--- config.mk ---
export PLATFORM = sky130hd
export DESIGN_NAME = pattern_misr
export DESIGN_NICKNAME = d
export VERILOG_FILES = /design/src/rtl/pattern_misr.sv
export SDC_FILE = /design/constraint.sdc
export NUM_CORES = 1
export LEC_CHECK = 0
export CAP_MARGIN = 20
export CORE_MARGIN = 2
export CORE_UTILIZATION = 25
export CTS_CLUSTER_SIZE = 30
export DETAILED_ROUTE_END_ITERATION = 16
export PLACE_DENSITY = 0.6
export SLEW_MARGIN = 20
export SYNTH_ARGS = -nofsm -noshare
export SYNTH_HDL_FRONTEND = slang
export SYNTH_SLANG_ARGS = --single-unit
export TNS_END_PERCENT = 100
--- constraint.sdc ---
create_clock -name clk -period 1.25 [get_ports clk]
set_clock_uncertainty 0.1 [all_clocks]
set_input_delay 0.1875 -clock clk [delete_from_list [all_inputs] [get_ports clk]]
set_output_delay 0.1875 -clock clk [all_outputs]
set_load 0.02 [all_outputs]
--- src/rtl/pattern_misr.sv ---
// pattern_misr: rotate-and-xor signature over accepted pattern samples.
//   clk, rst_n : clock, synchronous active-low reset
//   clr_i      : clear the signature (start of a new run)
//   en_i       : fold data_i into the signature this cycle
//   data_i     : sample being folded in
//   sig_o      : current signature
module pattern_misr #(
  parameter int W = 8
) (
  input  logic         clk,
  input  logic         rst_n,
  input  logic         clr_i,
  input  logic         en_i,
  input  logic [W-1:0] data_i,
  output logic [W-1:0] sig_o
);
  logic [W-1:0] sig_q, sig_d;
  always_comb sig_d = clr_i ? '0 : en_i ? ({sig_q[W-2:0], sig_q[W-1]} ^ data_i) : sig_q;
  always_ff @(posedge clk) begin
    if (!rst_n) sig_q <= '0;
    else        sig_q <= sig_d;
  end
  assign sig_o = sig_q;
endmodule

Yosys cells after proc, flatten, opt, wreduce, memory -nomap -nowiden. Index checks and enable logic that the tools add are counted.

Bitwise gates (word level): 2. Reduce and logical (&&, ||, !) cells: 1.

Operators by type and width (number): XOR 8 bit (1); OR reduction 2 bit (1); inverter 1 bit (1).

Flip-flop bits (word level): 8. Bits of input ports: 12. Output and inout bits: 8.

Longest topological paths before layout. Gate-level depths: netlist (run 1).

Depth in word-level cells: 2. Depth in mapped cells: 4. Gate-level depth less buffers: 2.

Worst setup path after synthesis (run 1). No wires, ideal clock.

Path type: reg2reg. Start: register sig_q[4] (netlist: sig_o[4]). End: register sig_q[5] (netlist: sig_o[5]). Library setup time: 79 ps. Data arrival time: 779 ps. Slack: 292 ps. Cell stages (with the launch flop): 3. Period minus slack after synthesis: 958 ps. Cell sequence: dfxtp_1 > xnor2_1 > a211oi_2.

Word-level cells in the longest chain between the ends: 1.

Ends and longest elaborated chain: start: declaration (line 17) `logic [W-1:0] sig_q, sig_d;`; start signal: assignment (line 21) `else sig_q <= sig_d;`; XOR 8 bit (line 18) `always_comb sig_d = clr_i ? '0 : en_i ? ({sig_q[W-2:0], sig_q[W-1]} ^ data_i) : sig_q;`.

No other way between the ends. A chain may end at the register's enable or synchronous reset.

Final worst setup path (run 1).
Start: register sig_q[4] (netlist: sig_o[4]). End: output sig_o[4].

RTL lines: end: declaration (line 15) `output logic [W-1:0] sig_o`.

No word-level cell between the ends.

==> results of run 1 <==
## final cells by class
cell class                 count  share of cell area, %
timing repair buffer          26                   37.5
multi-input combinational     25                   30.6
sequential                     8                   25.2
clock buffer                   3                   3.55
tap                           16                   3.16
## power by group through the flow
stage	registers [W]	logic, W	clock network [W]
4_1_cts	0.000274	0.000149	0.000212
3_3_place_gp	0.000279	0.000156	0
2_1_floorplan	0.000297	0.0000649	0
3_5_place_dp	0.000279	0.000156	0
6_report	0.000273	0.000145	0.000196
5_1_grt	0.000275	0.000159	0.000221
## placed cells by master (no fill, tap or decap)
| cell | instances |
|---|---|
| clkdlybuf4s50_1 | 11 |
| xnor2_1 | 8 |
| dfxtp_1 | 8 |
| nor2_1 | 7 |
| dlygate4sd2_1 | 6 |
| buf_4 | 6 |
| a211oi_2 | 5 |
| a211oi_1 | 3 |
| clkbuf_4 | 3 |
| clkbuf_2 | 2 |
| nand2b_1 | 1 |
| nor2_2 | 1 |
| buf_12 | 1 |
## cells in the mapped netlist
cell type / number
nor2_2: 1
xnor2_1: 8
buf_2: 1
nand2b_1: 1
a211oi_2: 5
buf_12: 1
dfxtp_1: 8
buf_6: 1
a211oi_1: 3
nor2_1: 7
## worst min path at each step
stage | end | slack (ns) | cells after the start
global route | sig_o[6] | 0.45 | 2
detailed placement | sig_o[6] | 0.41 | 2
floorplan | sig_o[0] | 0.29 | 2
finish | sig_o[6] | 0.42 | 2
CTS | sig_o[6] | 0.42 | 2
global placement | sig_o[6] | 0.41 | 2
## timing repair
| item | in CTS | in global routing |
|---|---|---|
| cloned | 0 | 0 |
| setup endpoints to repair | 8 | 2 |
| resized for setup | 10 | 2 |
| hold endpoints to repair | 0 | 0 |
## layer usage
layer	GRT usage, %	vias to the layer above
li1	-	174
met1	12.6	133
met2	8.96	13
met3	2.50	0
met4	5.45	0
met5	0	-
## kinds of logic (layout without fill, tap and decap cells)
| family | after synthesis | count (layout) | synth area share, % |
|---|---|---|---|
| simple gates | 9 | 9 | 9.94 |
| compound gates | 8 | 8 | 21.8 |
| xor+xnor | 8 | 8 | 17.9 |
| flops | 8 | 8 | 41.0 |
| buf+inv | 3 | 29 | 9.29 |
## per-stage QoR
stage               total power, W  util [%]  hold WS [ns]  instances
finish                    0.000614      42.6         0.416         78
global route              0.000655      42.6         0.450         78
floorplan                 0.000362         -         0.291         36
global placement          0.000435      42.3         0.409         75
CTS                       0.000634      43.3         0.423         78
detailed placement        0.000435      42.3         0.409         75
==> reports/metrics.csv, run 1 <==
stage,metric,value,unit
run_status,status,completed,
drt,wl_met2,310,um
power,p_leak,0.260,nW
die,die_h,43.5,um
grt,antenna_found_initial,0,
worst_setup_path,crit_arrival,0.91,ns
worst_setup_path,critPathMaxStageDelay,0.34,ns
drt,wl_met1,301,um
synth,yosysWarnings,0,
worst_hold_path,hp-class,flop to flop,
power,combPwrFrac,23.6,%
power,power_frac_seq,44.5,%
die,core.rowCount,14,
drt,vias,320,
drt,drt-wirelength-per-cell,8.72,um
drt,wl_met3,68,um
clock_network,cts_buffer_depth,2,
cells_and_area,drive_above_1_share,29.0,%
worst_setup_path,required,0.96,ns
timing,setup_viol_count_final,0,
timing,layout_setup_ws,0.0476,ns
power,netSwitchingPower,0.000154,W
worst_setup_path,start_kind,flop,
worst_hold_path,holdCritStartpoint,sig_o[6],
worst_setup_path,startpoint,sig_o[4],
power,peakVddDrop,0.396,mV
timing,clock.fmax,832,MHz
clock_network,cts-root-buf,clkbuf_4,
worst_setup_path,r2r-end,sig_o[5],
timing,rsz0062_at_grt,false,
drt,first_pass_iters,2,
worst_setup_path,reg2regPathDepth,3,
synth,ys_types,10,
flow_run,maxCapViolCount,0,
timing,period_minus_slack,1.20,ns
drt,ant_nets,0,
drt,routed.top_layer,met3,
place,dp.final_hpwl,514,um
worst_setup_path,critPathBufInv,1,
synth,synth_area_leaders,"dfxtp_1, xnor2_1, a211oi_2",
worst_setup_path,ff2ff_setup_slack,0.29,ns
cells_and_area,syn2layout_area_growth,62.5,%
timing,final_max_slew_viol_count,0,
drt,dr.first_iter.drc_count,2,
grt,track_usage,8.08,%
clock_network,cts_buffers,3,
timing,fin_setup_tns,0,ns
worst_setup_path,path_delay_family,buffers and inverters,
grt,overflow,0,
die,die-area,1890,um2
worst_setup_path,endpoint,sig_o[4],
clock_network,clock_latency,0.25,ns
cells_and_area,ff_latch_area,160,um2
die,start_util,26.2,%
grt,grt_max_degree,17,
power,netSwitchingFraction,25.0,%
synth,syn_avg_cell_area,10.8,um2
timing,worst_slew_pin_slew,0.395,ns
cells_and_area,multi_input_area,194,um2
clock_network,cts.sinks,8,
synth,ys_ff_latch,8,
grt,grt_pass1_vias,258,
drt,route.detailed.drc,0,
cells_and_area,fin_area,634,um2
cells_and_area,nFillCells,159,
synth,synth_area,390,um2
power,p_clk_share,31.9,%
clock_network,cts.clk_slew.worst_paths,0.06,ns
place,portBuffers,19,
cells_and_area,antennaDiodeCount,0,
worst_setup_path,crit_slowest_cell,dlygate4sd2_1,
die,core_area,1490,um2
synth,ys_seq_area_share,41.0,%
synth,yosysTopAreaCellShare,41.0,%
grt,grt_pass1_wl,1120,um
drt,drt_wl_total,680,um
place,placed_area,629,um2
worst_setup_path,path_class,flop to output port,
place,gp_congestion,0.619,
power,p_int,0.000460,W
cells_and_area,nets,76,
synth,yosysTopAreaCell,dfxtp_1,
clock_network,post_cts_buffers,0,
drt,viasPerCell,4.10,
place,dp_slack,-0.0928,ns
synth,synth_nets,48,
die,die_x,43.5,um
timing,period_share,96.2,%
clock_network,tritoncts,yes,
worst_setup_path,worstPathMaxFanout,2,
synth,syn_inst,36,
clock_network,htreeDepth,1,
worst_setup_path,end_kind,output port,
cells_and_area,largest_register_ffs,8,
clock_network,cts_hold_buf,0,
worst_setup_path,cp.depth,1,
timing,hold_violations,0,
worst_setup_path,critical_path.cell_chain,dlygate4sd2_1,
worst_setup_path,rr_startpoint,sig_o[4],
die,io_pins,20,
timing,relSlewSlack,73.7,%
power,p_per_area,968,nW/um2
Note: power is estimated with default switching activity, not from simulation.
==> inputs of run 2 (changes only) <==
--- a/config.mk
+++ b/config.mk
@@ -13,2 +13,3 @@
 export PLACE_DENSITY = 0.6
+export SETUP_SLACK_MARGIN = 0.4
 export SLEW_MARGIN = 20
--- a/constraint.sdc
+++ b/constraint.sdc
@@ -4,2 +4,2 @@
 set_output_delay 0.1875 -clock clk [all_outputs]
-set_load 0.02 [all_outputs]
+set_load 0.005 [all_outputs]
==> run 2 against run 1 <==
Against the previous run: sequential share of layout area fell by 3.9 points; die area did not move; design area up 26%; largest power group unchanged; global-route usage up 2.7 points; critical path type unchanged; combinational power increased by 31%; critical path depth unchanged; clock power about the same; first-iteration DRC count increased by 50%; via count rose by 12%; count of clock-buffer cells in the layout unchanged; cell count grew 2.6%; worst hold slack worse by 0.25 ns.
==> reports/metrics.csv, run 2 (same netlist as run 1, synthesis figures left out) <==
stage,metric,value,unit
run_status,status,completed,
die,start_util,26.2,%
timing,period_share,78.7,%
timing,clock.fmax,1020,MHz
die,core_area,1490,um2
worst_setup_path,crit_slowest_cell,dfxtp_2,
power,combPwrFrac,28.6,%
timing,period_minus_slack,0.983,ns
cells_and_area,final_common_cell,buf_6,
drt,dr.first_iter.drc_count,3,
grt,met3_usage,2.92,%
clock_network,cts.sinks,8,
drt,ant_nets,0,
clock_network,clock_latency,0.25,ns
clock_network,htreeDepth,1,
power,power_frac_seq,42.0,%
worst_setup_path,path_class,flop to output port,
timing,rsz0062_at_grt,true,
place,dp_slack,-0.0908,ns
place,place_inst,70,
timing,relSlewSlack,86.7,%
drt,drt_wl_total,911,um
die,die-area,1890,um2
grt,grt-busiest-layer,met2,
drt,first_pass_iters,3,
grt,grt_max_degree,9,
worst_setup_path,cp.depth,1,
power,p_int,0.000502,W
cells_and_area,largest_register_ffs,8,
cells_and_area,syn2layout_area_growth,104,%
worst_setup_path,crit_arrival,0.70,ns
timing,hold_violations,0,
die,die_h,43.5,um
grt,track_usage,10.8,%
grt,met1_usage,12.8,%
cells_and_area,nFillCells,139,
timing,final_max_slew_viol_count,0,
worst_setup_path,path_delay_family,flip-flops,
worst_setup_path,required,0.96,ns
power,power.total,0.000663,W
drt,route.detailed.drc,0,
drt,viasPerCell,4.49,
power,peakVddDrop,0.522,mV
place,portBuffers,19,
power,p_per_area,832,nW/um2
power,p_clk_share,29.4,%
worst_setup_path,end_kind,output port,
cells_and_area,final_cell_mix,"buf_6, dfxtp_2, a211oi_2",
worst_setup_path,worstPathMaxFanout,3,
drt,drt-wirelength-per-cell,11.4,um
clock_network,tritoncts,yes,
die,die_x,43.5,um
cells_and_area,fin_area,797,um2
clock_network,cts_buffers,3,
place,placed_area,592,um2
clock_network,cts_hold_buf,0,
clock_network,cts-root-buf,clkbuf_4,
grt,met2_usage,17.0,%
cells_and_area,drive_above_1_share,70.3,%
grt,overflow,0,
timing,setup_viol_count_final,0,
grt,antenna_found_initial,0,
cells_and_area,fin_cells,80,
die,core.rowCount,14,
clock_network,cts.clk_slew.worst_paths,0.05,ns
worst_setup_path,critPathMaxStageDelay,0.34,ns
flow_run,maxCapViolCount,0,
worst_setup_path,start_kind,flop,
grt,grt_pass1_vias,322,
grt,grt_pass1_wl,1450,um
clock_network,cts_buffer_depth,2,
die,io_pins,20,
power,netSwitchingFraction,24.3,%
place,gp_congestion,0.608,
timing,layout_setup_ws,0.267,ns
cells_and_area,nets,78,
worst_setup_path,critPathBufInv,1,
timing,worst_slew_pin_slew,0.199,ns
worst_hold_path,hp-class,input pin to flop,
power,netSwitchingPower,0.000161,W
worst_hold_path,hold_depth,3,
worst_setup_path,reg2regPathDepth,3,
worst_setup_path,critical_path.cell_chain,buf_2,
power,p_leak,0.354,nW
cells_and_area,antennaDiodeCount,0,
drt,vias,359,
==> run 2: per-stage QoR <==
step                      setup TNS, ns  hold WS (ns)  util (%)
after floorplan                       0         0.291         -
after global placement           -0.283         0.406      39.7
after detailed placement         -0.419         0.407      39.7
after CTS                             0         0.324      50.5
after global routing                  0         0.168      53.5
final                                 0         0.162      53.5
==> run 2: power by group through the flow <==
stage	Clock (W)	Combinational (W)	Sequential [W]
5_1_grt	0.000214	0.000203	0.000280
2_1_floorplan	0	0.0000650	0.000284
3_3_place_gp	0	0.000129	0.000283
6_report	0.000195	0.000190	0.000279
3_5_place_dp	0	0.000129	0.000283
4_1_cts	0.000206	0.000178	0.000278
==> run 2: path summary, 6_finish.rpt <==
kind         startpoint       end  slack (ns)
max            sig_o[7]  sig_o[7]        0.27
min           data_i[0]  sig_o[0]        0.16
max reg2reg    sig_o[5]  sig_o[6]        0.33
min reg2reg    sig_o[7]  sig_o[7]        0.44
==> run 2: area by class of cell <==
type	count	area, um2	area share, %
Clock buffer	3	22.5	2.83
Multi-Input combinational cell	25	278	34.9
Sequential cell	8	170	21.4
Tap cell	16	20.0	2.51
Timing Repair Buffer	28	307	38.5
==> run 2: layer usage <==
layer,vias to the layer above,part of all wire (%)
li1,181,-
met4,0,0.77
met2,13,48
met1,163,45
met5,-,0
met3,2,6.5
==> run 2: timing repair <==
action	in CTS	in global routing
cloned	1	0
resized for setup	60	9
pin swaps	16	3
endpoints found under the setup margin	16	16
buffers inserted	6	0
